==> src/rtl/psk_pkg.sv <==
// psk_pkg: shared constants and state type for the PSK frame bit generator.
package psk_pkg;
  localparam logic [12:0] BARKER13 = 13'b1111100110101;
  localparam int PN9_TAP_OUT = 8;
  localparam int PN9_TAP_FB = 4;
  localparam logic [8:0] PN9_SEED_DEF = 9'h1FF;
  typedef enum logic [2:0] {S_IDLE, S_PREAMBLE, S_HEADER, S_PAYLOAD, S_GAP} state_t;
endpackage

==> src/rtl/pn9_lfsr.sv <==
// pn9_lfsr: PN9 payload source; steps only when advance is high.
module pn9_lfsr import psk_pkg::*; #(
  parameter logic [8:0] SEED = PN9_SEED_DEF
) (
  input  logic clk,
  input  logic rst_n,
  input  logic load,
  input  logic advance,
  output logic pn_bit
);
  logic [8:0] s_q, s_d;
  always_comb s_d = load ? SEED : advance ? {s_q[7:0], s_q[PN9_TAP_OUT] ^ s_q[PN9_TAP_FB]} : s_q;
  always_ff @(posedge clk or negedge rst_n)
    if (!rst_n) s_q <= SEED;
    else s_q <= s_d;
  assign pn_bit = s_q[PN9_TAP_OUT];
endmodule

==> src/rtl/psk_frame_bitgen.sv <==
// psk_frame_bitgen: framed NRZ/DPSK bit source (Barker-13, length header, PN9 payload, zero gap).
module psk_frame_bitgen import psk_pkg::*; #(
  parameter int PAYLOAD_LEN = 64,
  parameter int GAP_LEN = 8,
  parameter logic [8:0] PN_SEED = PN9_SEED_DEF
) (
  input  logic        clk32M768,
  input  logic        rst_n,
  input  logic        sym_ce,
  input  logic        en,
  output logic        bit_out,
  output logic        diff_out,
  output logic        bit_valid,
  output logic        sof,
  output logic        busy,
  output logic [15:0] frame_cnt
);
  localparam logic [7:0] HDR = 8'(PAYLOAD_LEN);
  localparam logic [7:0] PL_LAST = 8'(PAYLOAD_LEN - 1);
  localparam logic [7:0] GAP_LAST = 8'(GAP_LEN - 1);
  state_t state_q, state_d, st, nxt;
  logic [7:0] cnt_q, cnt_d;
  logic [15:0] fcnt_q, fcnt_d;
  logic bit_q, bit_d, d_q, d_d, valid_q, valid_d, sof_q, sof_d;
  logic emit, last, b, adv, pn_bit;
  logic [3:0] pre_idx;
  logic [2:0] hdr_idx;
  pn9_lfsr #(.SEED(PN_SEED)) u_pn (
    .clk(clk32M768), .rst_n(rst_n), .load(1'b0), .advance(adv), .pn_bit(pn_bit)
  );
  // An enabled IDLE behaves as the first preamble slot so the first bit leaves on that sym_ce.
  always_comb begin
    st = (state_q == S_IDLE && en) ? S_PREAMBLE : state_q;
    emit = sym_ce && st != S_IDLE;
    pre_idx = 4'd12 - cnt_q[3:0];
    hdr_idx = ~cnt_q[2:0];
    b = 1'b0;
    last = 1'b0;
    nxt = st;
    case (st)
      S_PREAMBLE: begin b = BARKER13[pre_idx]; last = cnt_q == 8'd12; nxt = S_HEADER; end
      S_HEADER: begin b = HDR[hdr_idx]; last = cnt_q == 8'd7; nxt = S_PAYLOAD; end
      S_PAYLOAD: begin b = pn_bit; last = cnt_q == PL_LAST; nxt = GAP_LEN != 0 ? S_GAP : en ? S_PREAMBLE : S_IDLE; end
      S_GAP: begin last = cnt_q == GAP_LAST; nxt = en ? S_PREAMBLE : S_IDLE; end
      default: ;
    endcase
    state_d = emit ? (last ? nxt : st) : state_q;
    cnt_d = emit ? (last ? 8'd0 : cnt_q + 8'd1) : cnt_q;
    bit_d = emit ? b : bit_q;
    d_d = d_q ^ (emit & b);
    valid_d = emit;
    sof_d = emit && st == S_PREAMBLE && cnt_q == 8'd0;
    adv = emit && st == S_PAYLOAD;
    fcnt_d = fcnt_q + 16'(adv && last);
  end
  always_ff @(posedge clk32M768 or negedge rst_n)
    if (!rst_n) begin
      state_q <= S_IDLE;
      cnt_q <= '0;
      fcnt_q <= '0;
      bit_q <= 1'b0;
      d_q <= 1'b0;
      valid_q <= 1'b0;
      sof_q <= 1'b0;
    end else begin
      state_q <= state_d;
      cnt_q <= cnt_d;
      fcnt_q <= fcnt_d;
      bit_q <= bit_d;
      d_q <= d_d;
      valid_q <= valid_d;
      sof_q <= sof_d;
    end
  assign bit_out = bit_q;
  assign diff_out = d_q;
  assign bit_valid = valid_q;
  assign sof = sof_q;
  assign busy = state_q != S_IDLE;
  assign frame_cnt = fcnt_q;
endmodule

==> config.mk <==
export PLATFORM = sky130hd
export DESIGN_NAME = psk_frame_bitgen
export DESIGN_NICKNAME = d
export VERILOG_FILES = /design/src/rtl/psk_pkg.sv /design/src/rtl/pn9_lfsr.sv /design/src/rtl/psk_frame_bitgen.sv
export SDC_FILE = /design/constraint.sdc
export NUM_CORES = 1
export LEC_CHECK = 0
export CAP_MARGIN = 5
export CORE_MARGIN = 2
export CORE_UTILIZATION = 46
export DETAILED_ROUTE_END_ITERATION = 8
export DONT_BUFFER_PORTS = 1
export GPL_TIMING_DRIVEN = 1
export PLACE_DENSITY = 0.59
export SLEW_MARGIN = 25
export SYNTH_ARGS = -nofsm -noshare
export SYNTH_HDL_FRONTEND = slang
export SYNTH_HIERARCHICAL = 1
export SYNTH_SLANG_ARGS = --single-unit
==> constraint.sdc <==
create_clock -name clk32M768 -period 3.6 [get_ports clk32M768]
set_input_delay 0.18 -clock clk32M768 [delete_from_list [all_inputs] [get_ports clk32M768]]
set_output_delay 0.18 -clock clk32M768 [all_outputs]
set_load 0.01 [all_outputs]
After elaboration in Yosys (flattened, before gate mapping)
Memories as Yosys holds them, arrays and structs flattened.
Cells that the tools add are included.

cells by class
  eq/ne operators = 7
  reduce and logical (&&, ||, !) cells = 11
  shifts and indexed selects = 0
  add/subtract/negate cells = 3
  multiply operators = 0
  mux-type cells = 9
  $lt $le $gt $ge = 2
  divide/modulo/power cells = 0
  bitwise gates (word level) = 4

operators by type and width
  cell                                                 count
  adder 16 x 1 -> 16 bit                               1
  one-hot mux 3 bit (4 select lines)                   1
  adder 8 x 1 -> 8 bit, second input constant          1
  equality test 8 x 3 -> 1 bit, second input constant  1
  equality test 8 x 4 -> 1 bit, second input constant  1
  equality test 8 x 6 -> 1 bit, second input constant  1
  logical NOT 8 bit                                    1
  two-way mux 8 bit                                    1
  equality test 3 x 2 -> 1 bit, second input constant  2
  logical AND 1 bit                                    6
  two-way mux 3 bit                                    2
  one-hot mux 1 bit (3 select lines)                   2
  nonzero test 3 bit                                   2
  < comparator 4 x 5 -> 1 bit, second input constant   1
  < comparator 3 x 4 -> 1 bit, second input constant   1
  subtractor 4 bit, first input constant               1
  equality test 3 x 1 -> 1 bit, second input constant  1
  equality test 3 bit, second input constant           1
  logical NOT 3 bit                                    1
  two-way mux 1 bit                                    3
  NOT 3 bit                                            1
  OR reduction 2 bit                                   1
  XOR 1 bit                                            2
  AND 1 bit                                            1

storage, ports and cells
  latch bits = 0
  bits in read-only memories = 24
  output and inout port bits = 21
  flip-flop bits (word level) = 40
  memory bits (writable) = 0
  memories kept = 2

memory list
  memory            depth  bits a word  read ports  clocked after Yosys merged registers in  wr ports  RTL line                text
  (name not given)  16     1            1           0                                        0         psk_frame_bitgen.sv:41  S_PREAMBLE: begin b = BARKER13[pre_idx]; last = cnt_q == 8'd12; nxt = S_HEADER; end
  (name not given)  8      1            1           0                                        0         psk_frame_bitgen.sv:42  S_HEADER: begin b = HDR[hdr_idx]; last = cnt_q == 8'd7; nxt = S_PAYLOAD; end

Longest topological paths before layout
Gate-level depths: netlist of run 1.

  word-level depth = 8
  mapped depth = 12
  mapped depth without buffers = 11

Hierarchy
The synthesis of run 1 kept the hierarchy.

modules (own cells, without submodules)
  module            cells each  area each (um^2)  sequential area each (um^2)  times used
  psk_frame_bitgen  168         1621.6            775.7                        1
  pn9_lfsr          30          381.6             236.5                        1

Worst setup path before layout of run 1
No wires, ideal clock.

  kind = reg-to-reg
  start = reg cnt_q[3]
  end = reg fcnt_q[14], in the netlist frame_cnt[14]
  slack = 0.853 ns
  data arrival time = 2.667 ns
  clock period less this slack = 2.747 ns
  setup time = 0.079 ns
  path buffers = 1
  data required time = 3.521 ns
  stages on the path, launching flop included = 12
  path through = dfrtp_1 -> clkbuf_1 -> or3_1 -> a221o_1 -> nand2b_1 -> nor3_1 -> ha_1 -> ha_1 -> nand2_1 -> or2_2 -> nor2_1 -> xor2_1

on the way
  word-level cells in the longest chain between the ends = 4
  elaborated cells on any way between the ends = 6
  classes of those cells = 1 x add/sub; 3 x eq/ne; 1 x mux; 1 x reduce/logical

ends and longest elaborated chain
  element                                               RTL line                                        text
  start, declared                                       psk_frame_bitgen.sv:22                          logic [7:0] cnt_q, cnt_d;
  start signal, assigned                                psk_frame_bitgen.sv:67                          cnt_q <= cnt_d;
  equality test 8 x 3 -> 1 bit (tied with other cells)  psk_frame_bitgen.sv:42, psk_frame_bitgen.sv:44
  one-hot mux 1 bit (3 select lines) (*)                psk_frame_bitgen.sv:40                          case (st)
  logical AND 1 bit (*)                                 psk_frame_bitgen.sv:54                          fcnt_d = fcnt_q + 16'(adv && last);
  adder 16 x 1 -> 16 bit (*)                            psk_frame_bitgen.sv:54
  via fcnt_d[14]                                        psk_frame_bitgen.sv:23                          logic [15:0] fcnt_q, fcnt_d;
  end signal, assigned                                  psk_frame_bitgen.sv:68                          fcnt_q <= fcnt_d;
  end, declared                                         psk_frame_bitgen.sv:23

The timed path passes the listed nets; every way through them passes the cells marked *.
A chain may end at the register's enable or synchronous reset.

Worst setup path after layout of run 1
  start = reg state_q[1]
  end = reg fcnt_q[12], in the netlist frame_cnt[12]

on the way
  word-level cells in the longest chain between the ends = 8
  elaborated cells on any way between the ends = 14
  classes of those cells = 1 x add/sub; 4 x eq/ne; 2 x mux; 7 x reduce/logical

ends and longest elaborated chain
  element                                                                          RTL line                                        text
  start, declared                                                                  psk_frame_bitgen.sv:21                          state_t state_q, state_d, st, nxt;
  start signal, assigned                                                           psk_frame_bitgen.sv:66                          state_q <= state_d;
  logical NOT 3 bit                                                                psk_frame_bitgen.sv:33                          st = (state_q == S_IDLE && en) ? S_PREAMBLE : state_q;
  logical AND 1 bit                                                                psk_frame_bitgen.sv:33
  two-way mux 3 bit (*)                                                            psk_frame_bitgen.sv:33
  equality test 3 x 2 -> 1 bit (tied with other cells)                             psk_frame_bitgen.sv:40
  OR reduction 2 bit (no source line) / logical AND 1 bit (equally long branches)  -
  one-hot mux 1 bit (3 select lines) / logical AND 1 bit (equally long branches)   psk_frame_bitgen.sv:40, psk_frame_bitgen.sv:53
  logical AND 1 bit (*)                                                            psk_frame_bitgen.sv:54
  adder 16 x 1 -> 16 bit (*)                                                       psk_frame_bitgen.sv:54
  via fcnt_d[12]                                                                   psk_frame_bitgen.sv:23

Marks and branches as above.

==> flow_metrics.tcl, run 1 <==
set metrics [dict create \
    die_h_um 70.0 \
    rows 23 \
    initial_core_util_pct 49.0 \
    worst-endpoint-arrival_ns 3.49 \
    finalSetupViolCount 0 \
    via_per_inst 5.58 \
    grt_pass1_wl_um 6330 \
    cp_cell_sequence "nand2_1, or3_1, a221o_1, nand2b_1, nor3_1, ha_1, ha_1, nand2_1, or2_2, nor2_1, xor2_1" \
    area_growth_pct 7.68 \
    max_freq_mhz 304 \
    power_leakage_nw 0.913 \
    wl_um 3760 \
    final_nets 211 \
    gp_congestion 0.849 \
    relSlewSlack_pct 36.6 \
    ys_seq_elements 40 \
    syn_inst 198 \
    required_ns 3.80 \
    first_pass_iters 5 \
    die_w_um 70.0 \
    antenna_found_initial 0 \
    fin_ws_ns 0.310 \
    startpoint "state_q[1]" \
    status "complete, no violations" \
    synth_area_mm2 0.00200 \
    io_buffers 0 \
    first_global_vias 1332 \
    synth_ff_type "dfrtp_1" \
    worst_hold_path_type "in2reg" \
    place_ws_ns 0.351 \
    clk_pin_slew_worst_paths_ns 0.07 \
    mostFrequentLayoutCells "dfrtp_1 (31), nand2_1 (28), xnor2_1 (16)" \
    critical_path.top_delay_family "simple AND/OR/NAND/NOR gates" \
    min_period_ns 3.29 \
    r2r_start "state_q[1]" \
    final_cell_count_no_fill 253 \
    tightest_slew_ns 0.948 \
    dpl.hpwl_um 2640 \
    cts_tree "done" \
    post-route-drc-count 0 \
    slew_viol_final 0 \
    antenna_left 0 \
    grt_remaining_overflow 0 \
    core_area_mm2 0.00409 \
    ys_seq_area_share_pct 50.5 \
    worstHoldStart "sym_ce" \
    grt_max_degree 41 \
    crit_slowest_cell "dfrtp_1" \
    postCtsSetupBuffers 0 \
    powerDensity_mw_per_mm2 480 \
    path_class "reg2reg" \
    cts_htree_levels 2 \
    dpl.cell_count 242 \
    die_area_mm2 0.00490 \
    cts_root_buf "clkbuf_8" \
    diodes 0 \
    crit_path_max_incr_delay_ns 0.56 \
    io_pins 25 \
    path_buf_inv 0 \
    cts.repair.resized 0 \
    peakVddDrop_mv 0.214 \
    vias 1413 \
    drt_iter0_markers 70 \
    cts_sinks 40 \
    startpoint_type "flop" \
    skew_ns 0.00677 \
    final_common_cell "dfrtp_1" \
    syn_avg_cell_area_um2 10.1 \
    synthDistinctLibCells 41 \
    synth_edf_count 0 \
    yosys_warnings 6 \
    end_kind "flop" \
    drive_gt1_share_pct 10.3 \
    hold_violations 0 \
    timing.final.crit_share_pct 91.4 \
    cap_violations 0 \
    fin_setup_tns_ns 0 \
    wl_per_cell_um 14.9 \
    clock_path_buffers 2 \
    gr-usage-all-layers_pct 16.3 \
    cts_made_buffers 5 \
    cp_max_fo 13 \
    rsz0062_at_grt "false" \
    hold_buffers 3 \
    insertion_delay_ns 0.28 \
    async_reset_ff_share_pct 100 \
]
[worst register-to-register path: stages (launching register included)]
cell and delay (ns):
dfrtp_1 0.56, nand2_1 0.19, or3_1 0.38, a221o_1 0.36, nand2b_1 0.21, nor3_1 0.24, ha_1 0.28, ha_1 0.25
nand2_1 0.11, or2_2 0.34, nor2_1 0.13, xor2_1 0.16
[per-layer routing]
metal	share of wire, %	up-vias	GRT usage (%)	routed length (um)
met3	4.7	2	4.76	178
met4	0.64	0	6.62	24
li1	-	692	-	-
met1	47	691	21.6	1780
met5	0	-	0	0
met2	47	28	25.2	1780
[power breakdown]
group          switching (mW)  total (mW)  internal [mW]
Combinational           0.106       0.198         0.0924
Sequential             0.0620       0.555          0.493
Clock                   0.145       0.281          0.136
Total                   0.313        1.03          0.722
[Yosys cell counts, drive strengths merged (2+ instances only)]
library cell  count  area (um^2)
dfrtp            31          776
nand2            28          105
xnor2            16          140
mux2i            11          110
nor2             11         41.3
dfstp             9          236
o21ai             8         40.0
nand4             7         43.8
clkbuf            6         22.5
a21oi             5         25.0
and3              5         31.3
ha                5         62.6
nand2b            5         31.3
nand3             5         25.0
a31oi             4         25.0
inv               4         15.0
nor2b             4         25.0
or3               4         25.0
nor3              3         15.0
xor2              3         26.3
a211o             2         17.5
a21o              2         15.0
buf               2         18.8
o22ai             2         12.5
or2               2         12.5
[worst paths after layout]
check	to	slack, ns	cells past startpoint
setup / recovery	frame_cnt[12]	0.31	11
hold / removal	state_q[2]	0.06	2
setup reg to reg	frame_cnt[12]	0.31	11
hold reg to reg	cnt_q[7]	0.48	1
max in group asynchronous	u_pn/s_q[0]	2.96	2
min in group asynchronous	frame_cnt[15]	0.37	2
[final cells by class]
class / count / area (um^2)
clock buffers: 7 / 76.3
clock inverters: 1 / 5.00
fillers: 381 / 1930
inverters: 5 / 18.8
multi-input cells: 146 / 935
flip-flops and latches: 40 / 1010
well taps: 50 / 62.6
repair buffers: 4 / 47.5
[state kept, by name (all words and copies together), names as in the netlist]
register,flops
frame_cnt,16
cnt_q,8
state_q,3
diff_out,1
bit_valid,1
sof,1
bit_out,1
u_pn/s_q,9
[stage by stage]
stage / area, um^2 / util [%] / power [mW] / hold WS, ns
CTS: 2160 / 52.8 / 1.05 / 0.0501
global placement: 2040 / 49.8 / 0.746 / -0.115
floorplan: 2010 / - / 0.700 / -0.116
finish: 2160 / 52.8 / 1.03 / 0.0604
detailed placement: 2040 / 49.8 / 0.749 / -0.115
global route: 2160 / 52.8 / 1.10 / 0.0573
[cells by family (layout without fill, tap and decap cells)]
group / Yosys count / count (layout) / synth area share, %
buffers and inverters: 13 / 17 / 3.00
AND/OR/NAND/NOR: 80 / 80 / 20.0
multiplexers: 12 / 12 / 6.06
adder cells (fa/ha/maj): 5 / 5 / 3.12
flip-flops: 40 / 40 / 50.5
other: 1 / 2 / 0.187
XOR/XNOR: 19 / 19 / 8.31
AO/OA/AOI/OAI: 28 / 28 / 8.81
Note: power is estimated with default switching activity, not from simulation.
==> run 2: changes to the inputs <==
ABC_CLOCK_PERIOD_IN_PS = 3600   (was default)
CTS_BUF_LIST = sky130_fd_sc_hd__clkbuf_4 sky130_fd_sc_hd__clkbuf_8   (was default)
==> run 2 against run 1 <==
Compared with the run above:
- clock power rose by 6%
- power grew 1.8%
- core utilization increased by 0.18 points
- wire length rose by 0.53%
- critical path type unchanged
- sequential share of layout area shrank 0.16 points
- critical endpoint unchanged
- worst hold slack worse by 0.0030 ns
- largest cell class unchanged
- worst setup slack worse by 0.0051 ns
- maximum frequency fell by 0.16%
- highest routed layer unchanged
- largest power group unchanged
==> flow_metrics.tcl, run 2 (synthesis results as in run 1) <==
set metrics [dict create \
    antenna_found_initial 0 \
    cts_made_buffers 5 \
    cts_root_buf "clkbuf_8" \
    gp_congestion 0.849 \
    postCtsSetupBuffers 0 \
    mostFrequentLayoutCells "dfrtp_1 (31), nand2_1 (28), xnor2_1 (16)" \
    insertion_delay_ns 0.29 \
    grt_max_degree 41 \
    die_h_um 70.0 \
    grt_remaining_overflow 0 \
    tightest_slew_ns 0.942 \
    via_per_inst 5.67 \
    relSlewSlack_pct 37.0 \
    status "complete, no violations" \
    crit_slowest_cell "dfrtp_1" \
    initial_core_util_pct 49.0 \
    drive_gt1_share_pct 11.3 \
    cts_sinks 40 \
    max_freq_mhz 303 \
    final_cell_count_no_fill 253 \
    die_w_um 70.0 \
    clock_path_buffers 2 \
    path_class "reg2reg" \
    fin_setup_tns_ns 0 \
    fin_total_pwr_mw 1.05 \
    cts_tree "done" \
    r2r_slack_ns 0.30 \
    antenna_left 0 \
    cts.repair.resized 0 \
    vias 1434 \
    io_buffers 0 \
    largest_reg_flops 16 \
    end_kind "flop" \
    crit_path_max_incr_delay_ns 0.56 \
    clk_pin_slew_worst_paths_ns 0.08 \
    skew_ns 0.00611 \
    rows 23 \
    critical_path.top_delay_family "simple AND/OR/NAND/NOR gates" \
    path_buf_inv 0 \
    hold_violations 0 \
    startpoint_type "flop" \
    powerDensity_mw_per_mm2 486 \
    worst-endpoint-arrival_ns 3.50 \
    final_common_cell "dfrtp_1" \
    diodes 0 \
    power_leakage_nw 0.920 \
    min_period_ns 3.30 \
    area_growth_pct 8.06 \
    wl_per_cell_um 14.9 \
    rsz0062_at_grt "false" \
    final_nets 211 \
    first_global_vias 1332 \
    cts_htree_levels 2 \
    slew_viol_final 0 \
    first_pass_iters 5 \
    io_pins 25 \
    dpl.cell_count 242 \
    gr-usage-all-layers_pct 16.3 \
    finalSetupViolCount 0 \
    nFillCells 380 \
    die_area_mm2 0.00490 \
    cp_max_fo 13 \
    grt_pass1_wl_um 6330 \
    core_area_mm2 0.00409 \
    post-route-drc-count 0 \
    timing.final.crit_share_pct 91.5 \
    peakVddDrop_mv 0.215 \
    cap_violations 0 \
    drt_iter0_markers 70 \
    cp_cell_sequence "nand2_1, or3_1, a221o_1, nand2b_1, nor3_1, ha_1, ha_1, nand2_1, or2_2, nor2_1, xor2_1" \
    wl_um 3780 \
    required_ns 3.81 \
    dpl.hpwl_um 2640 \
    worst_hold_path_type "in2reg" \
]
## run 2: report_power, final
part           internal, mW  total [mW]  switching, mW
clock                 0.151       0.298          0.147
sequential            0.493       0.555         0.0622
combinational        0.0924       0.199          0.106
## run 2: area by class of cell
class                      count  area (um^2)  area share, %
tap                           50         62.6           2.89
clock buffer                   7         83.8           3.87
inverter                       5         18.8          0.867
timing repair buffer           4         47.5           2.20
sequential                    40         1010           46.8
multi-input combinational    146          935           43.2
clock inverter                 1         5.00          0.231
## run 2: what timing repair did
item	in CTS	in global routing
setup endpoints to repair	0	0
endpoints found under the hold margin	41	0
hold buffers	3	0
## run 2: layer usage
layer	share of wire, %	track usage (%)
met1	47	21.6
met2	47	25.2
met3	4.6	4.76
met4	1.3	6.62
met5	0	0
## run 2: per-stage QoR
step	util (%)	hold WS, ns	cell area [um^2]	setup slack [ns]
2_1_floorplan	-	-0.116	2010	0.853
3_3_place_gp	49.8	-0.115	2040	0.534
3_5_place_dp	49.8	-0.115	2040	0.351
4_1_cts	53.0	0.0501	2160	0.310
5_1_grt	53.0	0.0573	2160	0.117
6_report	53.0	0.0574	2160	0.305
## run 2: path summary, 6_finish.rpt
path / endpoint / start / cells past startpoint
worst max-delay path: frame_cnt[12] / state_q[1] / 11
worst min-delay path: state_q[2] / sym_ce / 2
worst max register to register: frame_cnt[12] / state_q[1] / 11
worst min register to register: cnt_q[7] / cnt_q[7] / 1
max in group asynchronous: u_pn/s_q[0] / rst_n / 2
min in group asynchronous: frame_cnt[15] / rst_n / 2
==> run 3: changes to the inputs <==
CORE_UTILIZATION = 55   (was 46)
CTS_BUF_LIST = sky130_fd_sc_hd__clkbuf_4   (was sky130_fd_sc_hd__clkbuf_4 sky130_fd_sc_hd__clkbuf_8)
PLACE_DENSITY = 0.68   (was 0.59)
==> run 3 against run 2 <==
Compared with the run above:
- worst setup slack improved by 0.012 ns
- worst hold slack got worse by 0.028 ns
- power increased by 5.5%
- global-route usage increased by 3.7 points
==> flow_metrics.tcl, run 3 (synthesis results as in run 1) <==
set metrics [dict create \
    cts_made_buffers 5 \
    rows 21 \
    first_pass_iters 5 \
    place_ws_ns 0.353 \
    gr-usage-all-layers_pct 20.1 \
    grt_remaining_overflow 0 \
    drt_iter0_markers 51 \
    dpl.hpwl_um 2560 \
    path_buf_inv 0 \
    cp_max_fo 13 \
    path_class "reg2reg" \
    slew_viol_final 0 \
    wl_um 3640 \
    insertion_delay_ns 0.35 \
    rsz0062_at_grt "false" \
    final_common_cell "dfrtp_1" \
    power_leakage_nw 0.922 \
    vias 1381 \
    finalSetupViolCount 0 \
    use_met2_pct 31.1 \
    antenna_left 0 \
    post-route-drc-count 0 \
    via_per_inst 5.57 \
    first_global_vias 1405 \
    powerDensity_mw_per_mm2 512 \
    clock_path_buffers 2 \
    timing.final.crit_share_pct 91.2 \
    cap_violations 0 \
    postCtsSetupBuffers 0 \
    fin_setup_tns_ns 0 \
    die_area_mm2 0.00414 \
    wl_per_cell_um 14.7 \
    io_pins 25 \
    required_ns 3.87 \
    cts_sinks 40 \
    die_h_um 64.4 \
    largest_reg_flops 16 \
    met3_usage_pct 5.63 \
    cts_htree_levels 2 \
    peakVddDrop_mv 0.269 \
    final_nets 210 \
    cp_cell_sequence "nand2_1, or3_1, a221o_1, nand2b_1, nor3_1, ha_1, ha_1, nand2_1, or2_2, nor2_1, xor2_1" \
    diodes 0 \
    cts_root_buf "clkbuf_4" \
    skew_ns 0.0209 \
    core_area_mm2 0.00342 \
    max_freq_mhz 305 \
    cts.repair.resized 0 \
    critical_path.top_delay_family "simple AND/OR/NAND/NOR gates" \
    startpoint_type "flop" \
    mostFrequentLayoutCells "dfrtp_1 (31), nand2_1 (28), xnor2_1 (16)" \
    min_period_ns 3.28 \
    grt_pass1_wl_um 6470 \
    crit_slowest_cell "dfrtp_1" \
    fin_ws_ns 0.317 \
    io_buffers 0 \
    gp_congestion 0.863 \
    tightest_slew_ns 0.988 \
    initial_core_util_pct 58.6 \
    worst-endpoint-arrival_ns 3.55 \
    busiest_layer "met2" \
    hold_violations 0 \
    met1_usage_pct 27.7 \
    drive_gt1_share_pct 10.9 \
    crit_path_max_incr_delay_ns 0.58 \
    antenna_found_initial 0 \
    worst_hold_path_type "in2reg" \
    fin_total_pwr_mw 1.11 \
    area_growth_pct 8.24 \
    die_w_um 64.4 \
    clk_pin_slew_worst_paths_ns 0.11 \
    finalHoldWorstSlack_ns 0.0296 \
    status "complete, no violations" \
    cts_tree "done" \
    relSlewSlack_pct 33.9 \
    grt_max_degree 41 \
    end_kind "flop" \
]
[run 3: power breakdown]
group / internal, mW / switching, mW / total (mW)
clock: 0.224 / 0.144 / 0.368
combinational: 0.0855 / 0.0927 / 0.178
sequential: 0.493 / 0.0711 / 0.564
[run 3: repair_timing]
| action | 4_1_cts | 5_1_grt |
|---|---|---|
| setup endpoints to repair | 0 | 0 |
| endpoints found under the hold margin | 42 | 0 |
| hold buffers | 3 | 0 |
[run 3: worst register-to-register path, stage by stage (launching register included)]
cell and delay [ns]:
dfrtp_1 0.58, nand2_1 0.19, or3_1 0.37, a221o_1 0.35, nand2b_1 0.20, nor3_1 0.25
ha_1 0.27, ha_1 0.25, nand2_1 0.12, or2_2 0.34, nor2_1 0.13, xor2_1 0.17
[run 3: per-layer routing]
| layer | vias to the layer above | share of wire (%) |
|---|---|---|
| li1 | 689 | - |
| met1 | 651 | 49 |
| met2 | 36 | 45 |
| met3 | 5 | 5.3 |
| met4 | 0 | 1.1 |
| met5 | - | 0 |
[run 3: final timing paths]
path | end | start | cells past startpoint | slack, ns
setup / recovery | frame_cnt[14] | state_q[1] | 11 | 0.32
hold / removal | state_q[1] | sym_ce | 2 | 0.03
setup reg to reg | frame_cnt[14] | state_q[1] | 11 | 0.32
hold reg to reg | cnt_q[7] | cnt_q[7] | 1 | 0.49
max in group asynchronous | u_pn/s_q[7] | rst_n | 2 | 3.06
min in group asynchronous | frame_cnt[12] | rst_n | 2 | 0.27
[run 3: through the flow]
stage	cells	util [%]	instance area [um^2]
after global placement	237	59.2	2020
after global routing	248	63.5	2170
after detailed placement	237	59.2	2020
after CTS	248	63.5	2170
after floorplan	199	-	2010
final	248	63.5	2170
[run 3: layout make-up]
class / instances / area [um^2]
clock buffer: 6 / 45.0
clock inverter: 2 / 60.1
fill: 294 / 1250
inverter: 5 / 18.8
multi-input combinational: 146 / 935
sequential: 40 / 1010
tap: 46 / 57.6
timing repair buffer: 3 / 40.0
